File: config.mk
export PLATFORM = sky130hd
export DESIGN_NAME = imem_fetch_queue
export DESIGN_NICKNAME = d
export VERILOG_FILES = /design/src/rtl/imem_fetch_queue.sv
export SDC_FILE = /design/constraint.sdc
export NUM_CORES = 1
export LEC_CHECK = 0
export ABC_AREA = 0
export BUFFER_PORTS_ARGS = -buffer_cell sky130_fd_sc_hd__buf_2
export CAP_MARGIN = 20
export CORE_UTILIZATION = 65
export DETAILED_ROUTE_END_ITERATION = 10
export PLACE_DENSITY = 0.85
export SETUP_SLACK_MARGIN = 0.05
export SLEW_MARGIN = 20
export SYNTH_ARGS = -nofsm -noshare
export SYNTH_HDL_FRONTEND = slang
export SYNTH_SLANG_ARGS = --single-unit
File: constraint.sdc
create_clock -name clk -period 6.4 [get_ports clk]
set_clock_uncertainty 0.1 [all_clocks]
set_input_delay 0 -clock clk [delete_from_list [all_inputs] [get_ports clk]]
set_output_delay 0 -clock clk [all_outputs]
set_load 0.03 [all_outputs]
File: src/rtl/imem_fetch_queue.sv
// imem_fetch_queue: byte-addressed instruction memory feeding a show-ahead
// fetch queue. Sequential words are fetched from an internal PC. Each word is
// buffered with its address and a fault flag, then presented to decode over a
// valid/ready handshake. A redirect flushes the queue and reloads the PC.
//
// Ports:
//   clk, rst_n            clock, asynchronous active-low reset
//   redirect_valid/_pc    load new fetch PC and flush queued entries
//   out_valid/out_ready   head-entry handshake
//   out_pc/out_instr      head entry address and big-endian instruction word
//   out_fault             head entry was misaligned or out of range (NOP)
//   wr_en/wr_addr/wr_data/wr_be  loader port (only with IMEM_WRITE_PORT_EN)
//
// Build option: define IMEM_WRITE_PORT_EN to add the byte-enabled loader port.
// Without it the memory is read-only.
module imem_fetch_queue #(
    parameter int unsigned MEM_BYTES  = 256,
    parameter int unsigned FIFO_DEPTH = 4,
    parameter logic [31:0] RESET_PC   = 32'h0,
    parameter string       INIT_FILE  = ""
) (
    input  logic        clk,
    input  logic        rst_n,
    input  logic        redirect_valid,
    input  logic [31:0] redirect_pc,
    output logic        out_valid,
    input  logic        out_ready,
    output logic [31:0] out_pc,
    output logic [31:0] out_instr,
    output logic        out_fault
`ifdef IMEM_WRITE_PORT_EN
    ,
    input  logic        wr_en,
    input  logic [31:0] wr_addr,
    input  logic [31:0] wr_data,
    input  logic [3:0]  wr_be
`endif
);

    localparam int unsigned AW = $clog2(MEM_BYTES);
    localparam int unsigned PW = $clog2(FIFO_DEPTH);
    localparam int unsigned CW = PW + 1;
    localparam logic [31:0] LAST_WORD = 32'(MEM_BYTES - 4);
    localparam logic [31:0] NOP_INSTR = 32'h0000_0013;

    typedef enum logic {ST_FETCH, ST_HALT} state_e;

    logic [7:0] mem [MEM_BYTES];

    state_e          state_q, state_d;
    logic [31:0]     fetch_pc_q, fetch_pc_d;
    logic [PW-1:0]   rd_ptr_q, rd_ptr_d;
    logic [PW-1:0]   wr_ptr_q, wr_ptr_d;
    logic [CW-1:0]   count_q, count_d;
    logic [31:0]     q_pc_q    [FIFO_DEPTH];
    logic [31:0]     q_pc_d    [FIFO_DEPTH];
    logic [31:0]     q_instr_q [FIFO_DEPTH];
    logic [31:0]     q_instr_d [FIFO_DEPTH];
    logic            q_fault_q [FIFO_DEPTH];
    logic            q_fault_d [FIFO_DEPTH];
    logic            out_valid_q, out_valid_d;
    logic [31:0]     out_pc_q, out_pc_d;
    logic [31:0]     out_instr_q, out_instr_d;
    logic            out_fault_q, out_fault_d;

    logic            pop_c;
    logic            issue_c;
    logic            fetch_fault_c;
    logic [31:0]     fetch_word_c;
    logic [AW-1:0]   rd_base_c;

    // Memory image: zero fill.
    initial begin
        for (int i = 0; i < int'(MEM_BYTES); i++) mem[i] = 8'h00;
    end

`ifdef IMEM_WRITE_PORT_EN
    logic [AW-1:0] wr_base_c;
    assign wr_base_c = {wr_addr[AW-1:2], 2'b00};

    // Loader writes land at the edge, so a fetch in the same cycle sees old data.
    always_ff @(posedge clk) begin
        if (wr_en && (wr_addr[1:0] == 2'b00) && (wr_addr <= LAST_WORD)) begin
            if (wr_be[3]) mem[wr_base_c]            <= wr_data[31:24];
            if (wr_be[2]) mem[wr_base_c + AW'(1)]   <= wr_data[23:16];
            if (wr_be[1]) mem[wr_base_c + AW'(2)]   <= wr_data[15:8];
            if (wr_be[0]) mem[wr_base_c + AW'(3)]   <= wr_data[7:0];
        end
    end
`endif

    // Word read at the fetch PC; faulting addresses return a NOP.
    assign rd_base_c     = {fetch_pc_q[AW-1:2], 2'b00};
    assign fetch_fault_c = (fetch_pc_q[1:0] != 2'b00) || (fetch_pc_q > LAST_WORD);

    always_comb begin
        fetch_word_c = NOP_INSTR;
        if (!fetch_fault_c) begin
            fetch_word_c = {mem[rd_base_c], mem[rd_base_c + AW'(1)],
                            mem[rd_base_c + AW'(2)], mem[rd_base_c + AW'(3)]};
        end
    end

    // A full queue can still accept a fetch when its head leaves this cycle.
    assign pop_c   = out_valid_q && out_ready;
    assign issue_c = (state_q == ST_FETCH) && !redirect_valid &&
                     ((count_q < CW'(FIFO_DEPTH)) || pop_c);

    // Next-state, queue update and registered head selection.
    always_comb begin
        state_d    = state_q;
        fetch_pc_d = fetch_pc_q;
        rd_ptr_d   = rd_ptr_q;
        wr_ptr_d   = wr_ptr_q;
        count_d    = count_q;
        q_pc_d     = q_pc_q;
        q_instr_d  = q_instr_q;
        q_fault_d  = q_fault_q;

        if (redirect_valid) begin
            // The head may still transfer; everything behind it is dropped.
            fetch_pc_d = redirect_pc;
            state_d    = ST_FETCH;
            rd_ptr_d   = wr_ptr_q;
            count_d    = '0;
        end else begin
            if (pop_c) rd_ptr_d = rd_ptr_q + PW'(1);
            if (issue_c) begin
                q_pc_d[wr_ptr_q]    = fetch_pc_q;
                q_instr_d[wr_ptr_q] = fetch_word_c;
                q_fault_d[wr_ptr_q] = fetch_fault_c;
                wr_ptr_d            = wr_ptr_q + PW'(1);
                fetch_pc_d          = fetch_pc_q + 32'd4;
                if (fetch_fault_c) state_d = ST_HALT;
            end
            count_d = count_q + CW'(issue_c) - CW'(pop_c);
        end

        // Head is taken from the post-update queue so a fresh entry shows next cycle.
        out_valid_d = (count_d != '0);
        out_pc_d    = q_pc_d[rd_ptr_d];
        out_instr_d = q_instr_d[rd_ptr_d];
        out_fault_d = q_fault_d[rd_ptr_d];
    end

    // State and queue registers.
    always_ff @(posedge clk or negedge rst_n) begin
        if (!rst_n) begin
            state_q     <= ST_FETCH;
            fetch_pc_q  <= RESET_PC;
            rd_ptr_q    <= '0;
            wr_ptr_q    <= '0;
            count_q     <= '0;
            out_valid_q <= 1'b0;
            out_pc_q    <= '0;
            out_instr_q <= '0;
            out_fault_q <= 1'b0;
            for (int i = 0; i < int'(FIFO_DEPTH); i++) begin
                q_pc_q[i]    <= '0;
                q_instr_q[i] <= '0;
                q_fault_q[i] <= 1'b0;
            end
        end else begin
            state_q     <= state_d;
            fetch_pc_q  <= fetch_pc_d;
            rd_ptr_q    <= rd_ptr_d;
            wr_ptr_q    <= wr_ptr_d;
            count_q     <= count_d;
            out_valid_q <= out_valid_d;
            out_pc_q    <= out_pc_d;
            out_instr_q <= out_instr_d;
            out_fault_q <= out_fault_d;
            q_pc_q      <= q_pc_d;
            q_instr_q   <= q_instr_d;
            q_fault_q   <= q_fault_d;
        end
    end

    assign out_valid = out_valid_q;
    assign out_pc    = out_pc_q;
    assign out_instr = out_instr_q;
    assign out_fault = out_fault_q;

endmodule

-- Word level (Yosys, flattened, before mapping)
Cells that the tools add are included.
- flip-flop bits (word level): 366
- logic and storage cells: 79
- input port bits: 36
- add/sub/neg operators: 5
- bitwise logic cells: 4
- mux-type cells: 31
- $lt $le $gt $ge: 5
- reductions and logical operators: 13
- operators by type and width (operator ; number):
    $mux 128 ; 4
    $bwmux 128 ; 2
    $mux 32 ; 8
    $bmux 32 s2 ; 2
    $demux 32 s2 ; 1
    $add 32x3->32 const B ; 1
    $gt 32x8->1 const B ; 1
    $mux 4 ; 2
    $ge 3x3->1 const B ; 2
    $mux 1 ; 6
    $not 2->3 ; 2
    $reduce_bool 2->1 ; 3
    $add 2x1->2 const B ; 2
    $bwmux 4 ; 1
    $logic_and 1x1->1 ; 4
    $mux 2 ; 2
    $reduce_and 2->1 ; 2
    $add 3x1->3 ; 1
    $lt 3x1->1 const B ; 1
    $lt 3x3->1 const B ; 1
    $mux 3 ; 1
    $reduce_bool 3->1 ; 1
    $sub 3x1->3 ; 1
    $bmux 1 s2 ; 1
    other kinds (4) ; 6

-- Longest topological paths before layout
Gate-level depths: netlist of the first run.
- depth after elaboration: 11
- depth in mapped cells: 12

-- Worst setup path before layout of the first run
No wires, ideal clock.
- path type: register -> register
- start: register out_valid_q, in the netlist out_valid
- end: register out_valid_q, in the netlist out_valid
- buffers on the path: 0
- library setup time: 0.131 ns
- data arrival time: 2.690 ns
- data required time: 6.169 ns
- stages on the path, launching flop included: 12
- slack: 3.479 ns
- cells stage by stage: dfrtp_1 a21boi_1 nor3_1 inv_1 ha_1 inv_1 ha_1 fa_1 xnor2_1 xnor2_1 nor2_1 or3_1
- cells in the longest elaborated chain, start to end: 7
- RTL lines (element ; RTL line ; text):
    start: declaration ; 61 ; logic out_valid_q, out_valid_d;
    start signal: assignment ; 169 ; out_valid_q <= out_valid_d;
    $logic_and 1x1->1 * ; 105 ; assign pop_c = out_valid_q && out_ready;
    $logic_or 1x1->1 ; 107 ; ((count_q < CW'(FIFO_DEPTH)) || pop_c);
    $logic_and 1x1->1 ; 106 ; assign issue_c = (state_q == ST_FETCH) && !redirect_valid &&
    $add 3x1->3 ; 136 ; count_d = count_q + CW'(issue_c) - CW'(pop_c);
    $sub 3x1->3 * ; 136 ;
    $mux 3 * ; 120 ; if (redirect_valid) begin
    named net count_d[2] ; 54 ; logic [CW-1:0] count_q, count_d;
    $reduce_bool 3->1 * ; 140 ; out_valid_d = (count_d != '0);
    named net out_valid_d ; 61 ;
Mark *: on every way through the listed nets, which the timed path passes. The rest lies on a longest branch.
A chain may end at the register's enable or synchronous reset.

-- Final worst setup path of the first run
Ends and elaborated chain as after synthesis.

==> flow_metrics.env, run 1 <==
export IMPL_hold_violations=0
export IMPL_total_power_mw=7.38
export IMPL_cts_sinks=366
export IMPL_cp_num_buf_inv=2
export IMPL_synth_most_common_cell="dfrtp_1"
export IMPL_finalCriticalPeriod_ns=3.16
export IMPL_worstPathMaxFanout=7
export IMPL_via_per_inst=5.46
export IMPL_drive_gt1_share_pct=16.6
export IMPL_synth_main_ff_cell="dfrtp_1"
export IMPL_grt_max_degree=167
export IMPL_insertion_delay_ns=0.52
export IMPL_finalSetupTns_ns=0
export IMPL_p_leak_nw=10.7
export IMPL_relSlewSlack_pct=25.9
export IMPL_setup_viol=0
export IMPL_worstSetupEndpointType="flip-flop"
export IMPL_synth_seq_cells=366
export IMPL_violations="DRC"
export IMPL_async_flop_share_pct=100
export IMPL_worstMarginPinSlew_ns=1.11
export IMPL_diodes=0
export IMPL_syn_inst=1329
export IMPL_finalCritPeriodShare_pct=49.3
export IMPL_initial_utilization_pct=66.3
export IMPL_path_delay_family="simple AND/OR/NAND/NOR gates"
export IMPL_core_area_um2=23400
export IMPL_cts_tree="built"
export IMPL_ant_nets=0
export IMPL_rsz0062_at_grt="no"
export IMPL_dpl_hpwl_um=17600
export IMPL_critical_path_class="flip-flop to flip-flop"
export IMPL_syn_area_um2=15500
export IMPL_critPathLaunchType="flip-flop"
export IMPL_gp_congestion=0.803
export IMPL_synth_area_leaders="dfrtp_1, mux4_2, mux2i_1"
export IMPL_h_tree_depth=2
export IMPL_yosysSeqAreaShare_pct=59.0
export IMPL_synth_edff_count=0
export IMPL_powerDensity_nw_per_um2=419
export IMPL_area_growth_pct=13.5
export IMPL_critical_path_arrival_ns=3.45
export IMPL_boundaryPins=102
export IMPL_cp_required_ns=6.69
export IMPL_port_buffers=101
export IMPL_wl_per_cell_um=17.7
export IMPL_fin_nets=1472
export IMPL_dr_pass1_iters=8
export IMPL_netlist_area_leader_share_pct=59.0
export IMPL_drv_slew=0
export IMPL_drv_cap=0
export IMPL_grt_pass1_vias=10217
export IMPL_outcome="finished, violations left"
export IMPL_peakVddDrop_mv=0.256
export IMPL_antenna_found_initial=0
export IMPL_drt_iter0_markers=780
export IMPL_final_util_pct=75.2
export IMPL_die_w_um=156
export IMPL_grt_overflow=0
export IMPL_wirelength_um=31400
export IMPL_vias=9687
export IMPL_track_usage_pct=27.5
export IMPL_yosys_warnings=0
export IMPL_grt_pass1_wl_um=51600
export IMPL_yosysUniqueCellTypes=50
export IMPL_die_y_um=156
export IMPL_clkTransAtPathRegs_ns=0.06
export IMPL_syn_avg_cell_area_um2=11.7
export IMPL_cts_max_path_buffers=3
export IMPL_cts_buffers=38
export IMPL_max_freq_ghz=0.317
export IMPL_critPathSlowestCell="dfrtp_1"
export IMPL_drc=1
export IMPL_die_area_um2=24500
export IMPL_hp_class="primary input to async pin"
export IMPL_cp_cell_sequence="a21boi_1 > nor3_1 > inv_1 > ha_1 > inv_1 > ha_1 > fa_1 > xnor2_1 > xnor2_1 > nor2_1 > or3_1"
export IMPL_cpPeakStageDelay_ns=0.44
export IMPL_syn_nets=1373
export IMPL_placement_rows=56
export IMPL_ctsRootBufferMaster="clkbuf_16"
export IMPL_setup_ws_ns=3.24
export IMPL_pre_cts_ws_ns=3.12
export IMPL_synth_common_cells="dfrtp_1, inv_1, nand2_1"
export IMPL_yosys_area_top_type="dfrtp_1"
export IMPL_whs_ns=0.0178
## state kept, by name, summed over array words and instances, names as in the netlist
register    count
rd_ptr_q        2
out_instr      32
q_instr_q     128
out_valid       1
count_q         3
q_fault_q       4
q_pc_q        128
out_pc         32
state_q         1
out_fault       1
wr_ptr_q        2
fetch_pc_q     32
## layer usage
metal / wire length (µm) / share of wire (%) / track usage (%)
met5: 0 / 0 / 0
met4: 835 / 2.7 / 10.4
met3: 1820 / 5.8 / 4.43
met2: 16000 / 51 / 46.6
met1: 12700 / 41 / 36.1
## cells by family after synthesis
kind of cell | share of synthesized area, %
XOR/XNOR | 1.69
AO/OA/AOI/OAI | 2.44
multiplexers | 17.5
adder cells (fa/ha/maj) | 0.694
AND/OR/NAND/NOR | 7.92
flip-flops | 59.0
buffers and inverters | 10.8
## final timing paths
path                                           from                        to  slack [ns]  depth (start not counted)
max                             out_valid$_DFF_PN0_       out_valid$_DFF_PN0_        3.24                         11
max reg2reg                     out_valid$_DFF_PN0_       out_valid$_DFF_PN0_        3.24                         11
min in group clk                     redirect_valid       state_q$_DFFE_PN0P_        0.05                          3
max in group asynchronous                     rst_n   q_instr_q[72]$_DFF_PN0_        4.82                          3
min reg2reg                q_instr_q[117]$_DFF_PN0_  q_instr_q[117]$_DFF_PN0_        0.35                          2
min                                           rst_n   q_instr_q[88]$_DFF_PN0_        0.02                          2
## final cells by class
class,count,area [µm²]
clock buffer,59,1160
clock inverter,9,50.0
fill,1517,5790
inverter,325,1220
multi-input combinational,558,4710
sequential,366,9160
tap,319,399
timing repair buffer,139,900
## timing repair
item,4_1_cts,5_1_grt
hold endpoints to repair,149,0
gates resized for setup,0,0
setup buffers,0,0
hold buffers,33,0
## per-stage QoR
step | cells | instance area, µm²
2_1_floorplan | 1329 | 15500
3_3_place_gp | 1674 | 16100
3_5_place_dp | 1674 | 16100
4_1_cts | 1775 | 17600
5_1_grt | 1775 | 17600
6_report | 1775 | 17600
## power breakdown
part | total, mW | switching [mW] | internal [mW]
clock network | 2.11 | 0.861 | 1.25
logic | 2.16 | 1.27 | 0.885
registers | 3.11 | 0.248 | 2.87
## cell usage in the layout, fill, tap and decap left out, types with 3 or more instances in the layout
cell type,count
a2111oi_0,4
a21oi_1,10
and2_1,4
and3_1,4
and4_1,3
buf_2,100
buf_4,3
clkbuf_1,11
clkbuf_16,41
clkbuf_8,7
clkinv_2,7
dfrtp_1,366
dlygate4sd3_1,33
ha_1,7
inv_1,323
mux2i_1,131
mux4_2,61
nand2_1,158
nand2_4,4
nand3_1,15
nand4_1,12
nor2_1,29
nor2b_1,3
nor3_1,9
nor3b_1,5
nor4_1,6
o21ai_0,32
o31ai_1,3
o32a_1,3
or3_1,3
xnor2_1,10
xor2_1,20
Power figures use the tool's default switching activity.
==> run 2, diff against run 1 <==
Settings changed: CORE_UTILIZATION 65 to 60, PLACE_DENSITY 0.85 to 0.79.
Clock period 6.4 ns to 3.16 ns, I/O delays scaled along.
==> flow_metrics.env, run 2 (same netlist as run 1, synthesis figures left out) <==
export IMPL_peakVddDrop_mv=0.574
export IMPL_critical_path_arrival_ns=3.21
export IMPL_max_freq_ghz=0.342
export IMPL_crit_start="out_valid$_DFF_PN0_"
export IMPL_relSlewSlack_pct=42.4
export IMPL_antenna_found_initial=0
export IMPL_powerDensity_nw_per_um2=834
export IMPL_clkTransAtPathRegs_ns=0.06
export IMPL_ctsRootBufferMaster="clkbuf_16"
export IMPL_placement_rows=58
export IMPL_die_y_um=163
export IMPL_p_leak_nw=10.9
export IMPL_critical_path_class="flip-flop to flip-flop"
export IMPL_cp_depth=11
export IMPL_vias=9827
export IMPL_port_buffers=101
export IMPL_ant_nets=0
export IMPL_finalSetupTns_ns=0
export IMPL_gp_congestion=0.790
export IMPL_finalCriticalPeriod_ns=2.93
export IMPL_grt_pass1_wl_um=52900
export IMPL_hp_class="primary input to async pin"
export IMPL_cp_num_buf_inv=2
export IMPL_outcome="finished, final reports clean"
export IMPL_dr_pass1_iters=5
export IMPL_reg2reg_from="out_valid$_DFF_PN0_"
export IMPL_dpl_hpwl_um=19400
export IMPL_die_area_um2=26500
export IMPL_drive_gt1_share_pct=17.4
export IMPL_core_area_um2=25300
export IMPL_cts_sinks=366
export IMPL_die_w_um=163
export IMPL_track_usage_pct=25.8
export IMPL_initial_utilization_pct=61.4
export IMPL_drv_slew=0
export IMPL_hold_violations=0
export IMPL_drc=0
export IMPL_diodes=0
export IMPL_total_power_mw=15.1
export IMPL_cts_tree="built"
export IMPL_wl_per_cell_um=17.7
export IMPL_critPathLaunchType="flip-flop"
export IMPL_rsz0062_at_grt="no"
export IMPL_critPathSlowestCell="a21boi_1"
export IMPL_worstMarginPinSlew_ns=0.857
export IMPL_path_delay_family="adder cells"
export IMPL_cp_required_ns=3.45
export IMPL_worstPathMaxFanout=7
export IMPL_cpPeakStageDelay_ns=0.55
export IMPL_boundaryPins=102
export IMPL_grt_max_degree=93
export IMPL_area_growth_pct=16.6
export IMPL_drv_cap=0
export IMPL_crit_end="out_valid$_DFF_PN0_"
export IMPL_via_per_inst=5.40
export IMPL_worstSetupEndpointType="flip-flop"
export IMPL_post_cts_repair_setup_buffers=0
export IMPL_cp_cell_sequence="a21boi_1 > nor3_2 > inv_1 > ha_1 > inv_1 > ha_1 > fa_1 > xnor2_1 > xnor2_1 > nor2_1 > or3_1"
export IMPL_top_regs="q_instr_q: 128 flops, q_pc_q: 128 flops"
export IMPL_grt_overflow=0
export IMPL_final_common_cell="dfrtp_1"
export IMPL_r2r_cells=11
export IMPL_cts_max_path_buffers=3
export IMPL_wirelength_um=32200
export IMPL_layout_common_cells="dfrtp_1, inv_1, nand2_1"
export IMPL_r2r_setup_slack_ns=0.23
export IMPL_r2r_end="out_valid$_DFF_PN0_"
export IMPL_insertion_delay_ns=0.52
export IMPL_cts_buffers=38
export IMPL_setup_viol=0
export IMPL_drt_iter0_markers=726
export IMPL_grt_pass1_vias=10460
export IMPL_h_tree_depth=2
export IMPL_finalCritPeriodShare_pct=92.6
export IMPL_fin_nets=1514
## run 2: timing repair
item                                    in CTS  in global routing
endpoints found under the setup margin       0                  1
endpoints found under the hold margin      205                  0
gates resized for setup                      0                  1
hold buffers                                53                  0
## run 2: worst register-to-register path: stages (launching register included)
cell and delay, ns:
dfrtp_1 0.43, a21boi_1 0.55, nor3_2 0.13, inv_1 0.09, ha_1 0.12, inv_1 0.05
ha_1 0.19, fa_1 0.38, xnor2_1 0.22, xnor2_1 0.14, nor2_1 0.07, or3_1 0.34
## run 2: how the worst min path moves through the flow
stage / end / slack [ns] / cells past startpoint
after CTS: out_instr[24]$_DFF_PN0_ / 0.02 / 2
final: out_instr[29]$_DFF_PN0_ / 0.002 / 2
after global placement: out_instr[24]$_DFF_PN0_ / -0.04 / 1
after floorplan: count_q[0]$_DFF_PN0_ / -0.40 / 0
after global routing: out_instr[29]$_DFF_PN0_ / 0.06 / 2
after detailed placement: out_instr[24]$_DFF_PN0_ / -0.03 / 1
## run 2: area by class of cell
cell class | instances | area, µm²
Multi-Input combinational cell | 558 | 4720
Fill cell | 1772 | 7170
Sequential cell | 366 | 9160
Inverter | 325 | 1220
Clock buffer | 57 | 1130
Timing Repair Buffer | 181 | 1390
Tap cell | 330 | 413
Clock inverter | 4 | 48.8
## run 2: metrics by stage
step                      setup WS (ns)  instances  instance area [µm²]  hold WS (ns)  util (%)
after floorplan                   0.239       1329                15500        -0.396         -
after global placement            0.315       1707                16400       -0.0369      64.8
after detailed placement          0.178       1707                16400       -0.0329      64.8
after CTS                         0.159       1821                18100        0.0228      71.6
after global routing             0.0436       1821                18100        0.0639      71.6
final                             0.234       1821                18100       0.00180      71.6
## run 2: where the power goes
group	switching [mW]	internal, mW	total (mW)	leakage (nW)
clock	1.72	2.54	4.26	0.582
sequential	0.478	5.81	6.28	4.69
combinational	2.61	1.93	4.54	5.67
## run 2: layer usage
layer  part of all wire [%]  routed length, µm  vias up  global-route usage [%]
met2                     51              16500      290                    44.1
met3                    4.7               1510       72                    3.51
met4                    2.9                935        0                    9.26
li1                       -                  -     4444                       -
met1                     41              13300     5021                    34.0
met5                      0                  0        -                       0
==> run 3, diff against run 2 <==
Settings changed: CORE_MARGIN set to 2, CORE_UTILIZATION 60 to 40, PLACE_DENSITY 0.79 to unset.
==> flow_metrics.env, run 3 (same netlist as run 1, synthesis figures left out) <==
export IMPL_ant_nets=0
export IMPL_cts_tree="built"
export IMPL_outcome="finished, final reports clean"
export IMPL_initial_utilization_pct=40.3
export IMPL_placement_rows=72
export IMPL_via_per_inst=4.66
export IMPL_cts_sinks=366
export IMPL_cp_required_ns=3.47
export IMPL_top_regs="q_instr_q: 128 flops, q_pc_q: 128 flops"
export IMPL_pwr_share_clk_pct=30.4
export IMPL_critical_path_class="flip-flop to flip-flop"
export IMPL_port_buffers=101
export IMPL_swShare_pct=31.5
export IMPL_stdcell_count=2006
export IMPL_drc=0
export IMPL_boundaryPins=102
export IMPL_relSlewSlack_pct=48.4
export IMPL_track_usage_pct=16.6
export IMPL_critPathLaunchType="flip-flop"
export IMPL_grt_max_degree=100
export IMPL_seqPwrFrac_pct=40.7
export IMPL_worstMarginPinSlew_ns=0.773
export IMPL_drv_cap=0
export IMPL_r2r_end="out_valid$_DFF_PN0_"
export IMPL_p_leak_nw=11.0
export IMPL_whs_ns=0.0154
export IMPL_ctsRootBufferMaster="clkbuf_16"
export IMPL_total_power_mw=15.4
export IMPL_grt_pass1_wl_um=53500
export IMPL_powerDensity_nw_per_um2=842
export IMPL_post_cts_repair_setup_buffers=0
export IMPL_gp_congestion=0.769
export IMPL_grt_pass1_vias=9716
export IMPL_max_freq_ghz=0.354
export IMPL_drive_gt1_share_pct=18.2
export IMPL_r2r_cells=11
export IMPL_critical_path_arrival_ns=3.13
export IMPL_hp_class="primary input to async pin"
export IMPL_cts_buffers=40
export IMPL_p_int_mw=10.5
export IMPL_power_switching_mw=4.85
export IMPL_wl_per_cell_um=16.1
export IMPL_worstPathMaxFanout=7
export IMPL_reg2reg_from="out_valid$_DFF_PN0_"
export IMPL_worstSetupEndpointType="flip-flop"
export IMPL_die_area_um2=40400
export IMPL_setup_viol=0
export IMPL_r2r_setup_slack_ns=0.33
export IMPL_finalCritPeriodShare_pct=89.4
export IMPL_antenna_found_initial=1
export IMPL_wirelength_um=32200
export IMPL_h_tree_depth=2
export IMPL_die_y_um=201
export IMPL_die_w_um=201
export IMPL_layout_common_cells="dfrtp_1, inv_1, nand2_1"
export IMPL_finalSetupTns_ns=0
export IMPL_drv_slew=0
export IMPL_drt_iter0_markers=412
export IMPL_final_common_cell="dfrtp_1"
export IMPL_dpl_hpwl_um=20300
export IMPL_vias=9349
export IMPL_dr_pass1_iters=4
export IMPL_comb_power_share_pct=28.9
export IMPL_grt_overflow=0
export IMPL_peakVddDrop_mv=0.542
export IMPL_cts_max_path_buffers=3
export IMPL_rsz0062_at_grt="no"
export IMPL_place_inst=1899
export IMPL_insertion_delay_ns=0.53
export IMPL_core_area_um2=38500
export IMPL_hold_violations=0
export IMPL_finalCriticalPeriod_ns=2.83
export IMPL_final_util_pct=47.6
export IMPL_crit_start="out_valid$_DFF_PN0_"
export IMPL_clkTransAtPathRegs_ns=0.06
export IMPL_area_growth_pct=17.9
export IMPL_fin_nets=1501
run 3: cell count changes in the layout (fill, tap and decap cells not counted):
cell	change
nor3_1	+1
clkinv_8	+1
clkbuf_16	+1
clkinv_2	+5
dlygate4sd3_1	-19
clkbuf_1	+2
bufinv_16	+3
clkbuf_8	-1
buf_4	+5
nor3_2	-1
diode_2	+1
buf_12	-1
run 3: layer usage:
layer / GRT usage (%) / vias to the layer above / routed length [µm]
met5: 0 / - / 0
met4: 3.76 / 0 / 458
met3: 3.05 / 35 / 1500
met2: 26.4 / 163 / 15000
met1: 24.0 / 4720 / 15200
li1: - / 4431 / -
run 3: power by group through the flow:
stage / logic, mW / clock network [mW] / registers (mW)
final: 4.45 / 4.69 / 6.26
after global routing: 4.95 / 5.06 / 6.38
after CTS: 4.56 / 4.82 / 6.28
after detailed placement: 4.51 / 0 / 6.36
after global placement: 4.42 / 0 / 6.33
after floorplan: 3.00 / 0 / 6.61
run 3: worst max path at each step:
stage                                to  slack [ns]  depth (start not counted)
floorplan           out_valid$_DFF_PN0_        0.24                         11
global placement    out_valid$_DFF_PN0_        0.41                         11
detailed placement  out_valid$_DFF_PN0_        0.31                         11
CTS                 out_valid$_DFF_PN0_        0.31                         11
global route        out_valid$_DFF_PN0_        0.05                         11
finish              out_valid$_DFF_PN0_        0.33                         11
run 3: repair_timing:
| item | in CTS | in global routing |
|---|---|---|
| hold buffers | 34 | 0 |
| hold endpoints to repair | 126 | 0 |
| gates resized for setup | 0 | 0 |
run 3: through the flow:
stage | setup slack (ns) | area, µm²
after floorplan | 0.239 | 15500
after global placement | 0.406 | 16600
after detailed placement | 0.312 | 16600
after CTS | 0.306 | 18300
after global routing | 0.0530 | 18300
final | 0.335 | 18300
run 3: final cells by class:
class,count,area [µm²]
inverters,325,1220
multi-input cells,558,4710
flip-flops and latches,366,9160
clock inverters,13,180
clock buffers,59,1150
diodes,1,2.50
fillers,3564,20200
repair buffers,166,1210
well taps,518,648
run 3: critical path, cell delays in order, from the launching register on:
cell      delay (ns)
dfrtp_1         0.42
a21boi_1        0.53
nor3_1          0.12
inv_1           0.08
ha_1            0.11
inv_1           0.04
ha_1            0.18
fa_1            0.38
xnor2_1         0.21
xnor2_1         0.15
nor2_1          0.07
or3_1           0.32
